### src/rtl/os_ctrl_pkg.sv
// Shared types and sizing helpers for the output-stationary array sequencer.
package os_ctrl_pkg;

    typedef enum logic [2:0] {
        ST_IDLE,
        ST_CLEAR,
        ST_COMPUTE,
        ST_DRAIN,
        ST_DONE
    } state_e;

    function automatic int calc_rw(input int rows);
        return (rows > 1) ? $clog2(rows) : 1;
    endfunction

    function automatic int calc_cnt_w(
        input int k_w,
        input int rows,
        input int cols,
        input int stage
    );
        return k_w + $clog2(rows + cols + stage) + 1;
    endfunction

    // Cycles for the last operand to ripple through skew and multiplier.
    function automatic logic [63:0] total_cycles(
        input logic [63:0] k,
        input int          rows,
        input int          cols,
        input int          stage
    );
        return k + 64'(rows + cols - 2 + stage);
    endfunction

endpackage

### src/rtl/os_drain_sequencer.sv
// Row counter for draining stationary results over a valid/ready handshake.
module os_drain_sequencer #(
    parameter int ROWS = 4,
    parameter int RW   = 2
) (
    input  logic          clk,
    input  logic          rst_n,
    input  logic          en,
    input  logic          clr,
    input  logic          drain_ready,
    output logic          drain_valid,
    output logic [RW-1:0] drain_row,
    output logic          last_row
);

    logic [RW-1:0] row_q, row_d;

    assign drain_valid = en;
    assign drain_row   = row_q;
    assign last_row    = (row_q == RW'(ROWS - 1));

    always_comb begin
        row_d = row_q;
        if (clr) begin
            row_d = '0;
        end else if (en && drain_ready) begin
            row_d = last_row ? '0 : row_q + RW'(1);
        end
    end

    always_ff @(posedge clk or negedge rst_n) begin
        if (!rst_n) begin
            row_q <= '0;
        end else begin
            row_q <= row_d;
        end
    end

endmodule

### src/rtl/os_array_controller.sv
// Clear / compute / drain sequencer for the output-stationary systolic array.
module os_array_controller
    import os_ctrl_pkg::*;
#(
    parameter int ROWS  = 4,
    parameter int COLS  = 4,
    parameter int K_W   = 16,
    parameter int STAGE = 0,
    parameter int RW    = calc_rw(ROWS),
    parameter int CNT_W = calc_cnt_w(K_W, ROWS, COLS, STAGE)
) (
    input  logic           clk,
    input  logic           rst_n,
    input  logic           start,
    input  logic [K_W-1:0] k_len,
    input  logic           stall,
    input  logic           abort,
    output logic           feed_en,
    output logic           pipeline_en,
    output logic           reg_clear,
    output logic           mac_end,
    output logic           drain_valid,
    output logic [RW-1:0]  drain_row,
    input  logic           drain_ready,
    output logic           busy,
    output logic           done,
    output logic           err
);

    state_e           state_q, state_d;
    logic [CNT_W-1:0] cnt_q, cnt_d;
    logic [CNT_W-1:0] total;
    logic [K_W-1:0]   k_len_q, k_len_d;
    logic             reg_clear_q, reg_clear_d;
    logic             mac_end_q, mac_end_d;
    logic             busy_q, busy_d;
    logic             done_q, done_d;
    logic             err_q, err_d;
    logic             last_row;
    logic             abort_act;

    assign total = CNT_W'(total_cycles(64'(k_len_q), ROWS, COLS, STAGE));

    assign abort_act   = abort && (state_q != ST_IDLE);
    assign pipeline_en = (state_q == ST_COMPUTE) && !stall;
    assign feed_en     = pipeline_en && (cnt_q < CNT_W'(k_len_q));

    assign reg_clear = reg_clear_q;
    assign mac_end   = mac_end_q;
    assign busy      = busy_q;
    assign done      = done_q;
    assign err       = err_q;

    os_drain_sequencer #(
        .ROWS (ROWS),
        .RW   (RW)
    ) u_drain (
        .clk         (clk),
        .rst_n       (rst_n),
        .en          (mac_end_q),
        .clr         (abort_act),
        .drain_ready (drain_ready),
        .drain_valid (drain_valid),
        .drain_row   (drain_row),
        .last_row    (last_row)
    );

    always_comb begin
        state_d     = state_q;
        cnt_d       = cnt_q;
        k_len_d     = k_len_q;
        reg_clear_d = 1'b0;
        done_d      = 1'b0;
        err_d       = 1'b0;

        unique case (state_q)
            ST_IDLE: begin
                if (start && (k_len != '0)) begin
                    k_len_d     = k_len;
                    reg_clear_d = 1'b1;
                    state_d     = ST_CLEAR;
                end else if (start) begin
                    err_d = 1'b1;
                end
            end
            ST_CLEAR: begin
                cnt_d   = '0;
                state_d = ST_COMPUTE;
            end
            ST_COMPUTE: begin
                if (pipeline_en) begin
                    cnt_d = cnt_q + CNT_W'(1);
                    if (cnt_q == total - CNT_W'(1)) begin
                        cnt_d   = '0;
                        state_d = ST_DRAIN;
                    end
                end
            end
            ST_DRAIN: begin
                if (drain_valid && drain_ready && last_row) begin
                    done_d  = 1'b1;
                    state_d = ST_DONE;
                end
            end
            ST_DONE: begin
                state_d = ST_IDLE;
            end
            default: begin
                state_d = ST_IDLE;
            end
        endcase

        // Abort wipes the partial accumulators on its way back to idle.
        if (abort_act) begin
            state_d     = ST_IDLE;
            cnt_d       = '0;
            reg_clear_d = 1'b1;
            done_d      = 1'b0;
        end

        mac_end_d = (state_d == ST_DRAIN);
        busy_d    = (state_d != ST_IDLE);
    end

    always_ff @(posedge clk or negedge rst_n) begin
        if (!rst_n) begin
            state_q     <= ST_IDLE;
            cnt_q       <= '0;
            k_len_q     <= '0;
            reg_clear_q <= 1'b0;
            mac_end_q   <= 1'b0;
            busy_q      <= 1'b0;
            done_q      <= 1'b0;
            err_q       <= 1'b0;
        end else begin
            state_q     <= state_d;
            cnt_q       <= cnt_d;
            k_len_q     <= k_len_d;
            reg_clear_q <= reg_clear_d;
            mac_end_q   <= mac_end_d;
            busy_q      <= busy_d;
            done_q      <= done_d;
            err_q       <= err_d;
        end
    end

endmodule

### config.mk
export PLATFORM = sky130hd
export DESIGN_NAME = os_array_controller
export DESIGN_NICKNAME = d
export VERILOG_FILES = /design/src/rtl/os_ctrl_pkg.sv /design/src/rtl/os_drain_sequencer.sv /design/src/rtl/os_array_controller.sv
export SDC_FILE = /design/constraint.sdc
export NUM_CORES = 1
export LEC_CHECK = 0
export ABC_CLOCK_PERIOD_IN_PS = 2940
export BUFFER_PORTS_ARGS = -buffer_cell sky130_fd_sc_hd__buf_2
export CAP_MARGIN = 30
export CELL_PAD_IN_SITES_DETAIL_PLACEMENT = 0
export CELL_PAD_IN_SITES_GLOBAL_PLACEMENT = 1
export CORE_ASPECT_RATIO = 1.5
export CORE_MARGIN = 2
export CORE_UTILIZATION = 43
export CTS_BUF_LIST = sky130_fd_sc_hd__clkbuf_8
export CTS_CLUSTER_DIAMETER = 120
export DETAILED_ROUTE_END_ITERATION = 10
export PLACE_DENSITY = 0.89
export SKIP_CTS_REPAIR_TIMING = 1
export SLEW_MARGIN = 15
export SYNTH_ARGS = -nofsm -noshare
export SYNTH_HDL_FRONTEND = slang
export SYNTH_SLANG_ARGS = --single-unit
### constraint.sdc
create_clock -name clk -period 2.94 [get_ports clk]
set_clock_uncertainty 0.2 [all_clocks]
set_input_delay 0.588 -clock clk [delete_from_list [all_inputs] [get_ports clk]]
set_output_delay 0.588 -clock clk [all_outputs]
set_load 0.02 [all_outputs]
== Yosys cells after proc, flatten, opt, wreduce, memory -nomap -nowiden ==
Index checks and enable logic that the tools add are counted.

* Add/subtract/negate cells: 4
* Magnitude comparators: 1
* Equal/unequal tests: 7
* Muxes and demuxes: 22
* Reduce and logical (&&, ||, !) cells: 15

{| class="wikitable"
|+ Operator list
! operator !! count
|-
| 20-bit 2-to-1 mux || 3
|-
| 20-bit one-hot mux with 2 select lines || 1
|-
| 20-bit by 1-bit adder with 20-bit output, second input constant || 1
|-
| 20-bit equality test || 1
|-
| 20-bit by 16-bit < comparator with 1-bit output || 1
|-
| 17-bit by 1-bit subtractor with 18-bit output, second input constant || 1
|-
| 16-bit by 3-bit adder with 17-bit output, second input constant || 1
|-
| 16-bit nonzero test || 1
|-
| 3-bit 2-to-1 mux || 5
|-
| 3-bit one-hot mux with 4 select lines || 1
|-
| 3-bit by 2-bit equality test with 1-bit output, second input constant || 3
|-
| 1-bit 2-to-1 mux || 9
|-
| 3-bit nonzero test || 3
|-
| 1-bit logical AND || 6
|-
| 2-bit 2-to-1 mux || 3
|-
| 2-bit AND reduction || 2
|-
| 3-bit by 1-bit equality test with 1-bit output, second input constant || 1
|-
| 3-bit zero test || 1
|-
| 3-bit != test, second input constant || 1
|-
| 2-bit by 1-bit adder with 2-bit output, second input constant || 1
|-
| 2-bit equality test, second input constant || 1
|-
| 2-bit nonzero test || 1
|-
| 1-bit zero test || 1
|}

* Register bits after elaboration: 46
* Input bits: 22
* Output and inout bits: 10
* Logic and storage cells: 58

== Longest topological paths before layout ==
Gate-level depths: netlist (run 1).

* Depth after elaboration: 8
* Gate-level depth with buffers: 9
* Mapped depth without buffers: 9

== Cells and area by module ==
From an unflattened synthesis (run 1), not the netlist that was laid out.

* Cells, all modules: 333
* Area total of the unflattened synthesis: 3113.0 µm²

{| class="wikitable"
|+ By module, submodules not included
! module !! times used !! cells an instance !! area each (µm²) !! sequential area each (µm²)
|-
| os_array_controller || 1 || 323 || 2996.6 || 1101.1
|-
| os_drain_sequencer || 1 || 10 || 116.4 || 50.0
|}

== Worst setup path before layout (run 1) ==
No wires, ideal clock.

* Path kind: register -> output
* Start point: register state_q[2]
* End point: output port feed_en
* Data arrival time: 2.514 ns
* Slack: -0.362 ns
* Cell stages (with the launch flop): 6
* Path through: dfrtp_1 clkbuf_1 nor3_1 o2111ai_1 or4b_2 o21ai_0

* Longest elaborated chain between the ends: 3

{| class="wikitable"
|+ Ends and longest elaborated chain
! element !! RTL line !! source
|-
| start: declaration || os_array_controller.sv:30 || <nowiki>state_e state_q, state_d;</nowiki>
|-
| start signal: assignment || os_array_controller.sv:136 || <nowiki>state_q <= state_d;</nowiki>
|-
| 3-bit by 2-bit equality test with 1-bit output || os_array_controller.sv:45 || <nowiki>assign pipeline_en = (state_q == ST_COMPUTE) && !stall;</nowiki>
|-
| 1-bit logical AND || os_array_controller.sv:45 ||
|-
| net pipeline_en || os_array_controller.sv:19 || <nowiki>output logic pipeline_en,</nowiki>
|-
| 1-bit logical AND || os_array_controller.sv:46 || <nowiki>assign feed_en = pipeline_en && (cnt_q < CNT_W'(k_len_q));</nowiki>
|-
| end: declaration || os_array_controller.sv:18 || <nowiki>output logic feed_en,</nowiki>
|}

The timed path passes the listed nets, and every way through them passes these cells.

== Final worst setup path (run 1) ==
* Start point: register k_len_q[1]
* End point: output port feed_en

* Longest elaborated chain between the ends: 2

{| class="wikitable"
|+ Ends and longest elaborated chain
! element !! RTL line !! source
|-
| start: declaration || os_array_controller.sv:33 || <nowiki>logic [K_W-1:0] k_len_q, k_len_d;</nowiki>
|-
| start signal: assignment || os_array_controller.sv:138 || <nowiki>k_len_q <= k_len_d;</nowiki>
|-
| 20-bit by 16-bit < comparator with 1-bit output || os_array_controller.sv:46 ||
|-
| 1-bit logical AND || os_array_controller.sv:46 ||
|}

Every way passes these cells.

==> metrics.txt, run 1 <==
status complete, but fails checks; failing checks negative setup slack; ys flop type dfrtp_1; clk slew on worst S/H paths approximately 0.090 ns; synth warn 0; DRC Markers 0; Setup WS pre-CTS ~0.052 ns; # setup viols final 1; Post-synth EDFFs 0; Power Density approximately 730 nW/um2; TritonCTS clock tree yes; first-pass GRT wire length 13200 um; Clock Latency Late Sink around 0.31 ns; Period minus WS final a little over 3 ns; remaining antenna violation count 0; die height between 100 and 150 um; max-cap violation count 0; effective utilization at floorplan 44.2%; global route overflow 0; detailed-route via count approximately 2900; share of cells above drive strength 1 a little under 30%; Required @ worst endpoint between 2 and 2.5 ns; worst-path fanout max 4; Lkg Pwr about 1.8 nW; Max transition margin slightly above 60%; most common cell after layout, fill and taps aside dfrtp_1; Synth cell types 58; Max rail drop VDD approximately 320 uV; vias in the first global route approximately 2800; Peak Freq ~0.33 GHz; # diodes 0; TritonCTS Sinks 46; sequential area share after synthesis 36.3%; final worst-path cycle share 104%; final WL 8380 um; largest net degree at the start of global routing 28; Final Hold Fails 0; hold crit path type primary input to asynchronous set/reset pin; syn nets just under 400; cts bufs inserted 5; Max Slew Vio Count 0; Total GRT Usage between 20% and 30%; Clock Tree Root clkbuf_8; DR WL/cell around 16 um; crit end category output port; final worst-path setup slack -0.123 ns; Cells after Synth between 300 and 400; Die ar. 8090 um2; Layout area overhead 23.6%; Worst Path Arrival ~2.3 ns; Syn Area/Cell between 9 and 10 um2; critical path launch point type flip-flop; initial antenna violation count 0; clock tree buffer depth 2; RD Place Congestion 0.943; Post-layout nets approximately 460; DRT iter0 DRCs approximately 180; Die Wd 74.1 um; # rows 38; vias per std cell between 5 and 6; Fill cells 657; Core Area roughly 7200 um2; post-layout util 54.6%; commonest cells after routing, fill and taps aside 45 x dfrtp_1, 39 x nand2_1, 39 x buf_4; Final Non-Filler Cells around 520; critical path class flip-flop to output port; DP HPWL between 6000 and 7000 um; post-synth top area share 36.3%; First-pass DRT Iterations 4; dpl cells 505; synthesized area ~3200 um2; I/O pin cnt 32; synthesized flop and latch total between 40 and 50; top cells by area, synth dfrtp_1 36%, ha_1 7.5%, mux2_2 5.7%; area leader, netlist dfrtp_1; PortBufs 31; Tot Pwr ~2.9 mW; Worst Tran Pin Value ~0.56 ns; RSZ-0062 raised after global routing yes; CTS H-Tree Depth 2; asr flop ratio synth 100%
-- metal layers --
layer	vias to the layer above	global-route usage (%)	share of wire (%)
li1	1423	-	-
met1	1403	24.2	40
met2	53	36.9	53
met3	23	3.33	2.4
met4	0	13.4	4.9
met5	-	0	0
-- critical path: stages, from the launching register on --
cell and delay, ns:
dfrtp_2 0.43, inv_1 0.06, ha_1 0.21, nor2b_1 0.14, o21a_1 0.18, o21a_1 0.17
o211ai_1 0.15, a21boi_1 0.09, o31a_1 0.28, o21ai_2 0.14, buf_6 0.13
-- through the flow --
stage	instance area, um2	hold slack (ns)	TNS (ns)
final	3920	0.0181	-0.123
after global routing	3920	0.0448	-0.713
after CTS	3770	0.0278	-0.304
after detailed placement	3670	0.334	0
after global placement	3670	0.320	0
after floorplan	3180	0.0924	0
-- where the power goes --
group | internal [mW] | leakage (nW) | switching [mW]
Sequential | 0.779 | 0.598 | 0.156
Clock | 0.216 | 0.0544 | 0.228
Combinational | 0.691 | 1.19 | 0.808
Total | 1.69 | 1.84 | 1.19
-- sequential cells by signal, indices dropped and copies added, names as in the netlist --
name,flops
cnt_q,20
k_len_q,16
state_q,3
u_drain.drain_row,2
busy,1
done,1
err,1
mac_end,1
reg_clear,1
-- synthesized netlist by cell type, drive strengths merged (4+ instances only) --
library cell   n
a21oi          8
a31oi          5
and3          13
buf            4
clkbuf         8
dfrtp         46
ha            19
inv           22
mux2          16
nand2         40
nand3         16
nand4          8
nor2          15
nor2b          7
nor3          20
nor3b          5
nor4           7
o21ai         22
xnor2         11
xor2           8
-- layout make-up --
type | instances | area (um2) | area share, %
multi-input combinational | 272 | 1990 | 50.8
inverter | 22 | 82.6 | 2.11
timing repair buffer | 71 | 465 | 11.9
clock inverter | 1 | 8.76 | 0.223
clock buffer | 7 | 96.3 | 2.46
tap | 100 | 125 | 3.19
sequential | 46 | 1150 | 29.4
-- cells by family after synthesis --
logic type      Yosys count  synth area share [%]
mux                      17                  6.00
buf+inv                  34                  4.26
compound gates           68                  15.7
simple gates            148                  25.0
flops                    46                  36.3
fa+ha+maj                19                  7.50
xor+xnor                 19                  5.25
-- worst paths after layout --
check,cells past startpoint,slack (ns),from,endpoint
setup / recovery,10,-0.12,k_len_q[1]$_DFFE_PN0P_,feed_en
hold / removal,1,0.02,rst_n,cnt_q[17]$_DFFE_PN0P_
setup reg to reg,10,0.03,k_len_q[1]$_DFFE_PN0P_,state_q[0]$_DFF_PN0_
hold reg to reg,2,0.36,u_drain.drain_row[1]$_DFFE_PN0P_,u_drain.drain_row[1]$_DFFE_PN0P_
max in group asynchronous,2,1.77,rst_n,k_len_q[1]$_DFFE_PN0P_
min in group clk,3,0.30,start,err$_DFF_PN0_
(Power assumes the default switching activity.)
==> inputs of run 2 (changes only) <==
--- a/config.mk
+++ b/config.mk
@@ -5,6 +5,7 @@
 export SDC_FILE = /design/constraint.sdc
 export NUM_CORES = 1
 export LEC_CHECK = 0
+export ABC_AREA = 1
 export ABC_CLOCK_PERIOD_IN_PS = 2940
 export BUFFER_PORTS_ARGS = -buffer_cell sky130_fd_sc_hd__buf_2
 export CAP_MARGIN = 30
@@ -12,11 +13,11 @@
 export CELL_PAD_IN_SITES_GLOBAL_PLACEMENT = 1
 export CORE_ASPECT_RATIO = 1.5
 export CORE_MARGIN = 2
-export CORE_UTILIZATION = 43
+export CORE_UTILIZATION = 41
 export CTS_BUF_LIST = sky130_fd_sc_hd__clkbuf_8
 export CTS_CLUSTER_DIAMETER = 120
 export DETAILED_ROUTE_END_ITERATION = 10
-export PLACE_DENSITY = 0.89
+export PLACE_DENSITY = 0.88
 export SKIP_CTS_REPAIR_TIMING = 1
 export SLEW_MARGIN = 15
 export SYNTH_ARGS = -nofsm -noshare
==> metrics.txt, run 2 <==
max-cap violation count 0 (unchanged); Lkg Pwr 1.87 nW (was 1.84 nW); Post-synth EDFFs 0 (unchanged); sequential area share after synthesis 33.6% (was 36.3%); clk slew on worst S/H paths 0.09 ns (about the same); Comb pwr share 47.4% (was 52.1%); most common cell in the netlist nand2_1 (was dfrtp_1); I/O pin cnt 32 (unchanged); most frequent cells after synthesis 109 x nand2_1, 56 x inv_1, 46 x dfrtp_1 (was 46 x dfrtp_1, 40 x nand2_1, 22 x o21ai_0); GR peak layer met2 (unchanged); crit end category output port (unchanged); first-pass GRT wire length 14400 um (was 13200 um); # rows 40 (was 38); Placed Area 3690 um2 (was 3670 um2); vias per std cell 5.14 (was 5.59); synth warn 0 (unchanged); Tot Pwr 2.65 mW (was 2.88 mW); P_int 1.46 mW (was 1.69 mW); final instance area 3880 um2 (was 3920 um2); sw frac 44.7% (was 41.4%); commonest cells after routing, fill and taps aside 109 x nand2_1, 55 x inv_1, 43 x dfrtp_1 (was 45 x dfrtp_1, 39 x nand2_1, 39 x buf_4); grt met2 use 38.2% (was 36.9%); Peak Freq 0.348 GHz (was 0.326 GHz); Max transition margin 55.9% (was 62.4%); global route overflow 0 (unchanged); hold slack 0.172 ns (was 0.0181 ns); Cells after Synth 453 (was 351); die height 116 um (was 109 um); Required @ worst endpoint 2.15 ns (about the same); Die ar. 9110 um2 (was 8090 um2); critical path launch point type flip-flop (unchanged); TritonCTS clock tree yes (unchanged); Seq. cell area 1150 um2 (about the same); DRC Markers 0 (unchanged); max FFs per register 20 (unchanged); remaining antenna violation count 0 (unchanged); Core Area 8060 um2 (was 7180 um2); Max rail drop VDD 301 uV (was 315 uV); Period minus WS final 2.87 ns (was 3.06 ns); area leader, netlist dfrtp_1 (unchanged); PortBufs 31 (unchanged); met3 Usage GRT 3.19% (was 3.33%); Post-layout nets 535 (was 459); Synth cell types 42 (was 58); Clock Latency Late Sink 0.31 ns (about the same); slowest cell on the critical path dfrtp_1 (was dfrtp_2); clock tree buffer depth 2 (unchanged); cts bufs inserted 5 (unchanged); DRT iter0 DRCs 143 (was 176); Final Non-Filler Cells 600 (was 519); synthesized flop and latch total 46 (unchanged); Biggest register cnt_q (unchanged); vias in the first global route 3043 (was 2785); # diodes 0 (unchanged); Setup WS pre-CTS 0.387 ns (was 0.0521 ns); TritonCTS Sinks 46 (unchanged); effective utilization at floorplan 42.5% (was 44.2%); synthesized area 3420 um2 (was 3170 um2); critical path class flip-flop to output port (unchanged); largest net degree at the start of global routing 47 (was 28); crit-path cells inv_1 > ha_1 > inv_1 > o21bai_1 > a21o_1 > a21oi_1 > o21ai_1 > nand2_1 > nand2_1 > a31oi_2 > buf_4 (was inv_1 > ha_1 > nor2b_1 > o21a_1 > o21a_1 > o211ai_1 > a21boi_1 > o31a_1 > o21ai_2 > buf_6); Die Wd 78.6 um (was 74.1 um); post-layout util 48.2% (was 54.6%); detailed-route via count 3086 (was 2902); DP HPWL 7060 um (was 6260 um); asr flop ratio synth 100% (unchanged); Worst Tran Pin Value 0.656 ns (was 0.559 ns); TNS Setup 0 ns (was -0.123 ns); footprint of the multi-input gates 2010 um2 (was 1990 um2); Total GRT Usage 20.5% (was 21.4%); syn nets 494 (was 392); worst-path fanout max 3 (was 4); final worst-path cycle share 97.8% (was 104%); Clk pwr share 17.8% (was 15.4%); DR WL/cell 14.8 um (was 16.1 um); top cells by area, synth dfrtp_1 34%, nand2_1 12%, ha_1 6.9% (was dfrtp_1 36%, ha_1 7.5%, mux2_2 5.7%); RSZ-0062 raised after global routing yes (unchanged); share of cells above drive strength 1 21.4% (was 29.6%); post-synth top area share 33.6% (was 36.3%); dpl cells 586 (was 505); NetSw 1.19 mW (about the same); hold crit path type primary input to asynchronous set/reset pin (unchanged); Fill cells 821 (was 657); Syn Area/Cell 7.55 um2 (was 9.04 um2); Final Hold Fails 0 (unchanged); Largest regs cnt_q: 20 flops, k_len_q: 16 flops, state_q: 3 flops (unchanged); Clock Tree Root clkbuf_8 (unchanged); Worst Path Arrival 2.09 ns (was 2.27 ns); final WL 8900 um (was 8380 um); First-pass DRT Iterations 4 (unchanged); Layout area overhead 13.5% (was 23.6%); most common cell after layout, fill and taps aside nand2_1 (was dfrtp_1); CTS H-Tree Depth 2 (unchanged); # setup viols final 0 (was 1); Power Density 682 nW/um2 (was 734 nW/um2); Max Slew Vio Count 0 (unchanged); ys flop type dfrtp_1 (unchanged); final worst-path setup slack 0.0655 ns (was -0.123 ns); sequential share of power 34.8% (was 32.5%); initial antenna violation count 0 (unchanged); RD Place Congestion 0.864 (was 0.943); status completed (was complete, but fails checks); GRT met1 Usage 22.5% (was 24.2%); Max stage delay on crit path 0.39 ns (was 0.43 ns)
run 2: cell count changes after synthesis, sizes merged, moves of 11 or more:
cell,delta
nand2,+77
inv,+45
nor2,+30
mux2,-16
nand3,+15
and3,-11
o22ai,+11
run 2: logic make-up (layout without fill, tap and decap cells):
family	count (synthesis)	in the layout	synth area share, %
buffers and inverters	74	116	8.74
AOI/OAI and AO/OA	60	60	11.8
xor gates and xnor gates	21	21	5.78
DFF	46	46	33.6
adders and majority gates	19	19	6.95
and+or+nand+nor	233	233	33.1
run 2: worst max-delay path, delay by kind of cell, from the launching register on:
| kind | cells | cell delay [ns] |
|---|---|---|
| and+or+nand+nor | 2 | 0.13 |
| AOI/OAI and AO/OA | 5 | 0.70 |
| adders and majority gates | 1 | 0.27 |
| buffers and inverters | 3 | 0.30 |
| DFF | 1 | 0.39 |
run 2: layout make-up:
| cell class | instances | share of cell area [%] |
|---|---|---|
| Clock inverter | 3 | 0.966 |
| Sequential cell | 46 | 29.7 |
| Inverter | 67 | 6.48 |
| Timing Repair Buffer | 41 | 5.99 |
| Clock buffer | 5 | 1.77 |
| Tap cell | 105 | 3.38 |
| Multi-Input combinational cell | 333 | 51.7 |
run 2: worst paths after layout:
path / end / from / depth (start not counted) / slack (ns)
worst max-delay path: feed_en / k_len_q[1]$_DFFE_PN0P_ / 11 / 0.07
worst min-delay path: cnt_q[3]$_DFFE_PN0P_ / rst_n / 2 / 0.17
worst max register to register: cnt_q[13]$_DFFE_PN0P_ / k_len_q[0]$_DFFE_PN0P_ / 13 / 0.36
worst min register to register: cnt_q[19]$_DFFE_PN0P_ / cnt_q[19]$_DFFE_PN0P_ / 2 / 0.40
max in group asynchronous: k_len_q[11]$_DFFE_PN0P_ / rst_n / 2 / 1.92
min in group clk: k_len_q[12]$_DFFE_PN0P_ / k_len[12] / 3 / 0.30
run 2: power by group through the flow:
stage               Sequential (mW)  Clock, mW  Combinational [mW]
global route                  0.944      0.506                1.42
detailed placement            0.937          0                1.19
global placement              0.932          0                1.17
floorplan                     0.922          0               0.887
CTS                           0.925      0.492                1.19
finish                        0.922      0.471                1.26
run 2: per-layer routing:
layer	wire length, um	share of wire [%]
met1	3640	41
met2	4720	53
met3	211	2.4
met4	331	3.7
met5	0	0
